===== config.mk =====
export PLATFORM = sky130hd
export DESIGN_NAME = regfile_wb_arbiter
export DESIGN_NICKNAME = d
export VERILOG_FILES = /design/src/rtl/regfile_wb_arbiter.sv
export SDC_FILE = /design/constraint.sdc
export NUM_CORES = 1
export LEC_CHECK = 0
export ABC_AREA = 1
export CAP_MARGIN = 10
export CORE_MARGIN = 10
export CORE_UTILIZATION = 44
export DETAILED_ROUTE_END_ITERATION = 6
export PLACE_DENSITY = 0.8
export SETUP_SLACK_MARGIN = 0.3
export SYNTH_ARGS = -nofsm -noshare
export SYNTH_HDL_FRONTEND = slang
export SYNTH_SLANG_ARGS = --single-unit

===== constraint.sdc =====
create_clock -name clk -period 1.71 [get_ports clk]
set_input_delay 0.342 -clock clk [delete_from_list [all_inputs] [get_ports clk]]
set_output_delay 0.342 -clock clk [all_outputs]
set_load 0.01 [all_outputs]

===== src/rtl/regfile_wb_arbiter.sv =====
// Writeback arbiter for the register file's single write port.
// Port 0 (single-cycle ALU) wins by default. Port 1 (long-latency unit) gains
// priority after MAX_WAIT consecutive held-off cycles. A pending-write
// scoreboard tracks the destinations of in-flight long-latency ops so that
// decode can stall on RAW/WAW hazards.
module regfile_wb_arbiter #(
   parameter int XLEN     = 32,
   parameter int REG_W    = 5,
   parameter int MAX_WAIT = 4
) (
   input  logic             clk,
   input  logic             reset,
   input  logic             p0_valid,
   output logic             p0_ready,
   input  logic [REG_W-1:0] p0_rd,
   input  logic [XLEN-1:0]  p0_data,
   input  logic             p1_valid,
   output logic             p1_ready,
   input  logic [REG_W-1:0] p1_rd,
   input  logic [XLEN-1:0]  p1_data,
   input  logic             issue_valid,
   output logic             issue_ready,
   input  logic [REG_W-1:0] issue_rd,
   input  logic [REG_W-1:0] q_rs1,
   input  logic [REG_W-1:0] q_rs2,
   input  logic [REG_W-1:0] q_rd,
   output logic             hazard,
   output logic             wr_en,
   output logic [REG_W-1:0] wr_rd,
   output logic [XLEN-1:0]  wr_data
);

   localparam int NREG  = 1 << REG_W;
   localparam int CNT_W = 4;
   localparam logic [CNT_W-1:0] WAIT_MAX = CNT_W'(MAX_WAIT);

   logic [CNT_W-1:0] wait_cnt;
   logic             starve;
   logic             p0_acc;
   logic             p1_acc;
   logic             wr_src;
   logic [NREG-1:0]  pending;
   logic [NREG-1:0]  pending_nxt;

   // Arbitration, issue gating and hazard query are pure functions of current state.
   always_comb begin
      starve      = (wait_cnt == WAIT_MAX);
      p0_ready    = !(p1_valid && starve);
      p1_ready    = !p0_valid || starve;
      p0_acc      = p0_valid && p0_ready;
      p1_acc      = p1_valid && p1_ready;
      issue_ready = (issue_rd == '0) || !pending[issue_rd];
      hazard      = ((q_rs1 != '0) && pending[q_rs1]) ||
                    ((q_rs2 != '0) && pending[q_rs2]) ||
                    ((q_rd  != '0) && pending[q_rd]);
   end

   // Port 1 held off: count up to MAX_WAIT; any port 1 accept or idle cycle restarts.
   always_ff @(posedge clk or negedge reset) begin
      if (!reset) begin
         wait_cnt <= '0;
      end else if (p1_valid && !p1_ready) begin
         if (wait_cnt != WAIT_MAX)
            wait_cnt <= wait_cnt + CNT_W'(1);
      end else begin
         wait_cnt <= '0;
      end
   end

   // Register the accepted write; rd==0 is consumed without raising wr_en.
   always_ff @(posedge clk or negedge reset) begin
      if (!reset) begin
         wr_en   <= 1'b0;
         wr_rd   <= '0;
         wr_data <= '0;
         wr_src  <= 1'b0;
      end else if (p0_acc) begin
         wr_en   <= (p0_rd != '0);
         wr_rd   <= p0_rd;
         wr_data <= p0_data;
         wr_src  <= 1'b0;
      end else if (p1_acc) begin
         wr_en   <= (p1_rd != '0);
         wr_rd   <= p1_rd;
         wr_data <= p1_data;
         wr_src  <= 1'b1;
      end else begin
         wr_en   <= 1'b0;
      end
   end

   // Next scoreboard: clear on a port 1 register-file write, set on dispatch.
   always_comb begin
      pending_nxt = pending;
      if (wr_en && wr_src)
         pending_nxt[wr_rd] = 1'b0;
      if (issue_valid && issue_ready && (issue_rd != '0))
         pending_nxt[issue_rd] = 1'b1;
      pending_nxt[0] = 1'b0;
   end

   // Scoreboard state.
   always_ff @(posedge clk or negedge reset) begin
      if (!reset)
         pending <= '0;
      else
         pending <= pending_nxt;
   end

endmodule


**Yosys cells after proc, flatten, opt, wreduce, memory -nomap -nowiden**

Index checks and enable logic that the tools add are counted.

- Flip-flop bits (word level): 74
- Input bits: 99
- Output and inout bits: 42
- Logic and storage cells: 72

- Add/subtract/negate cells: 1
- Order comparisons: 7
- Equality and inequality tests: 3
- Multiplexer cells: 24
- Bitwise gates (word level): 3
- Reductions and logical operators: 28

Operators with widths:

| kind | count |
|---|---|
| 2-to-1 mux 32 bit | 4 |
| AND 32 bit | 1 |
| NOT 32 bit | 1 |
| bitwise OR 32 bit | 1 |
| less-than comparator 5 x 6 -> 1 bit, second input constant | 5 |
| nonzero test 5 bit | 6 |
| binary-select mux 1 bit (select 5 bit) | 4 |
| logical AND 1 bit | 12 |
| demux 1 bit (select 5 bit) | 2 |
| greater-or-equal comparator 5 x 1 -> 1 bit, second input constant | 2 |
| 2-to-1 mux 1 bit | 10 |
| 2-to-1 mux 5 bit | 2 |
| 2-to-1 mux 4 bit | 2 |
| logical NOT 5 bit | 1 |
| adder 4 x 1 -> 4 bit, second input constant | 1 |
| == test 4 x 3 -> 1 bit, second input constant | 1 |
| logical NOT 1 bit | 4 |
| logical OR 1 bit | 4 |
| != test 4 x 3 -> 1 bit, second input constant | 1 |
| != test 2 x 1 -> 1 bit, second input constant | 1 |
| nonzero test 2 bit | 1 |

**Logic depth before layout (Yosys ltp)**

- Word-level depth: 9
- Mapped depth: 13
- Mapped depth without buffers: 12

**Least setup slack after synthesis**

OpenSTA, ideal clock, no wires.

- Path type: in2out
- Start: input q_rs1[0]
- End: output hazard
- Data arrival time: 1341 ps
- Required time: 1368 ps
- Slack: 27 ps
- Stages: 12
- Path buffers: 2
- Path through: buf_2 > inv_1 > buf_2 > nand2_1 > nand3_1 > nand2_1 > nand2_1 > nand3_1 > nand3_1 > nand2_1 > nor2_1 > nand2_1

- Longest elaborated chain between the ends: 5
- Elaborated cells between the ends (all ways): 6
- Those cells by class: 2 x mux; 4 x reduce/logical

Ends and longest elaborated chain:

| item | line | text |
|---|---|---|
| from (decl) | 24 | `input logic [REG_W-1:0] q_rs1,` |
| binary-select mux 1 bit (select 5 bit) | 53 | `hazard = ((q_rs1 != '0) && pending[q_rs1]) \|\|` |
| 2-to-1 mux 1 bit (implied by the code) | 53 |  |
| logical AND 1 bit (*) | 53 |  |
| logical OR 1 bit (*) | 53 |  |
| logical OR 1 bit (*) | 54 | `((q_rs2 != '0) && pending[q_rs2]) \|\|` |
| to (decl) | 27 | `output logic hazard,` |

Mark *: on every way between the ends. The rest lies on a longest branch, timed or not. The select of a mux whose other input is x is not followed.

**Final worst setup path**

- Start: register pending[19]
- End: output issue_ready

- Longest elaborated chain between the ends: 4

Ends and longest elaborated chain:

| item | line | text |
|---|---|---|
| from (decl) | 42 | `logic [NREG-1:0] pending;` |
| from (signal assigned) | 107 | `pending <= pending_nxt;` |
| binary-select mux 1 bit (select 5 bit) | 52 | `issue_ready = (issue_rd == '0) \|\| !pending[issue_rd];` |
| 2-to-1 mux 1 bit (implied by the code) | 52 |  |
| logical NOT 1 bit | 52 |  |
| logical OR 1 bit | 52 |  |
| to (decl) | 22 | `output logic issue_ready,` |

Every way passes these cells. The select of a mux whose other input is x is not followed.

==> results by group <==
Power
  • Total power per unit cell area: 832 nW/um2
  • Peak supply drop: just under 0.7 mV
  • Lkg Pwr: between 4 and 5 nW

Die
  • Top Ports: 141
  • Core area: approximately 11000 um2
  • Die Span Y: 127 um
  • Die width: between 100 and 150 um
  • Initial Util: 0.456
  • Std-Cell Rows: 38
  • Die area: 16000 um2

Worst setup path
  • Critical path's slowest cell: dfrtp_1
  • Startpoint Class: flop
  • Worst EP arrival: 1.78 ns
  • Worst R2R Start: pending[19]$_DFF_PN0_
  • Worst Setup Path Type: reg2out
  • Crit-path cells: inv_2 -> buf_6 -> nor2_1 -> nor2_1 -> nand2_1 -> nand2_1 -> nand2_2 -> nor2_4 -> and2_4 -> buf_6
  • Worst Path Required: between 1 and 1.5 ns
  • R2R setup slack: -0.27 ns
  • CP peak stage delay: 0.39 ns
  • RR Endpoint: pending[30]$_DFF_PN0_
  • Crit end category: output pin
  • Crit path buffers/inverters: 3
  • R2R cell count: 14
  • Crit path max-delay family: simple AND/OR/NAND/NOR gates
  • CP max FO: 4

Synthesis
  • Avg Cell Area, Syn: 6.56 um2
  • Synth warnings: 0
  • Synthesized flop and latch total: 74
  • Commonest cells in the netlist: 254 x nand2_1, 129 x nand3_1, 74 x dfrtp_1
  • Register area share after synthesis: 0.370
  • Cells after Synth: 763
  • Synth Flop Type: dfrtp_1
  • Post-synth EDFFs: 0
  • Post-synth top area share: 0.370
  • Distinct cells, synth: 35
  • Syn nets: between 800 and 900
  • Ys async rst share: 1.00
  • Synthesized cell area: approximately 5000 um2
  • Synth area leader: dfrtp_1
  • Area contributors post-synth: dfrtp_1 37%, nand2_1 19%, nand3_1 13%
  • Count leader, synth: nand2_1

Global route
  • Antenna violations before repair: 1
  • GRT Residual Overflow: 0
  • First-pass GRT wire length: around 37000 um
  • All-Layer GR Usage: 0.281
  • Largest net degree at the start of global routing: 34
  • Vias in the first global route: ~7k

Drt
  • Detail Route Antenna Nets: 0
  • DR iter-0 viols: 1018
  • DRC Markers: 48
  • Via Count: 7041
  • Final WL: 26100 um
  • Wire per inst: 23.1 um
  • Vias per Instance: around 6.2
  • Drt first pass iters: 7

Timing
  • Tcrit/Tclk final: 1.24
  • Hold slack: 0.442 ns
  • Max-slew violation count: 0
  • Worst Max-Slew Pin Slew: 0.477 ns
  • Unrepaired setup endpoints after global routing: true
  • Final hold vios: 0
  • Setup Viol. Count Final: 34
  • Setup Skew: between 0.01 and 0.015 ns
  • Max transition margin: 0.681
  • Fmax: around 0.47 GHz
  • Fin crit period: 2.13 ns
  • Setup slack after layout: -0.416 ns

Clocking
  • TritonCTS buffer count: 9
  • H-tree depth: 3
  • CTS tree: built
  • Max clock buf depth: 2
  • Worst-Skew Late Latency: 0.35 ns
  • CTS Sinks: 74
  • Reg clk slew, reported paths: 0.06 ns
  • CTS root buf: clkbuf_16

Place
  • DP Area: about 7000 um2
  • I/O Buffers: 140
  • Routability cong.: 1.02
  • Pre-CTS WS: -0.927 ns
  • DPL Wire Length: approximately 14000 um
  • Placed cell count: ~1.1k

Finish
  • Fillers: 652
  • Area growth syn-to-layout: 70.9%
  • Share of layout cells above drive strength 1: 0.279
  • Non-Filler Instances: 1133
  • Final #Nets: 1088
  • Final Cell Area: 8560 um2
  • Post-route core utilization: 0.779

Min path
  • Hold Path Class: in2async

Job
  • Max Cap Viol: 0

Run status
  • Failing checks: DRC, setup timing
  • Status: finished, violations left
==> state kept, by name, summed over array words and instances, names as in the netlist <==
signal    count
pending      31
wr_data      32
wr_en         1
wr_src        1
wr_rd         5
wait_cnt      4
==> metrics by stage <==
step | setup TNS [ns] | power [W]
floorplan | 0 | 0.00330
global placement | -20.28 | 0.00421
detailed placement | -20.96 | 0.00424
CTS | -0.711 | 0.00661
global route | -9.32 | 0.00735
finish | -6.26 | 0.00712
==> routing by layer <==
| metal | vias up | part of all wire | GRT usage |
|---|---|---|---|
| li1 | 2957 | - | - |
| met2 | 645 | 0.45 | 0.455 |
| met4 | 0 | 0.086 | 0.182 |
| met5 | - | 0 | 0 |
| met1 | 3236 | 0.33 | 0.311 |
| met3 | 203 | 0.13 | 0.0920 |
==> layout by cell type (no fill, tap or decap), drive strengths merged, types with 2 or more instances in the layout <==
cell type,synthesis,routed
o31ai,6,6
nand4,36,36
dfrtp,74,74
o211ai,8,8
bufbuf,0,2
nand2,261,261
buf,17,109
clkdlybuf4s50,0,80
bufinv,0,2
ha,2,2
nor3,9,9
clkinv,1,3
inv,76,76
dlygate4sd2,0,43
clkdlybuf4s15,0,8
clkbuf,17,15
nor2,72,72
o221ai,2,2
a31oi,2,2
o21ai,38,38
a21oi,9,9
nand3,129,129
==> cell families (layout without fill, tap and decap cells) <==
kind of cell,count (synthesis),count (layout),synth area share
and+or+nand+nor,509,509,0.448
buffers and inverters,111,340,0.0970
DFF,74,74,0.370
AOI/OAI and AO/OA,65,65,0.0765
adders and majority gates,2,2,0.00500
xor gates and xnor gates,2,2,0.00350
other,0,1,0
==> power by group <==
group	total, W	internal (W)	leakage [nW]	switching (W)
clock	0.00213	0.00132	0.156	0.000819
sequential	0.00237	0.00204	0.832	0.000332
combinational	0.00262	0.00116	3.09	0.00146
total	0.00712	0.00451	4.08	0.00261
==> worst max path at each step <==
stage	from	to	slack (ns)	cells past startpoint
after global placement	issue_rd[0]	issue_ready	-0.91	12
after CTS	pending[23]$_DFF_PN0_	hazard	-0.26	13
after global routing	pending[19]$_DFF_PN0_	issue_ready	-0.50	10
after detailed placement	issue_rd[1]	issue_ready	-0.93	12
after floorplan	issue_rd[0]	issue_ready	0.19	9
final	pending[19]$_DFF_PN0_	issue_ready	-0.42	10
==> area by class of cell <==
cell class / count / area (um2) / area share
well taps: 140 / 175 / 0.0205
diodes: 1 / 2.50 / 0.000292
multi-input cells: 578 / 3320 / 0.388
flip-flops and latches: 74 / 1850 / 0.217
repair buffers: 247 / 2570 / 0.301
clock inverters: 5 / 77.6 / 0.00906
inverters: 77 / 309 / 0.0361
clock buffers: 11 / 243 / 0.0284
==> repair_timing <==
item / in CTS / in global routing
endpoints found under the hold margin: 21 / 0
buffers inserted: 18 / 11
setup endpoints to repair: 112 / 84
gates cloned: 8 / 0
pin swaps: 31 / 44
resized for setup: 249 / 53
hold buffers: 1 / 0
No activity file was read; power rests on OpenSTA's default activity.
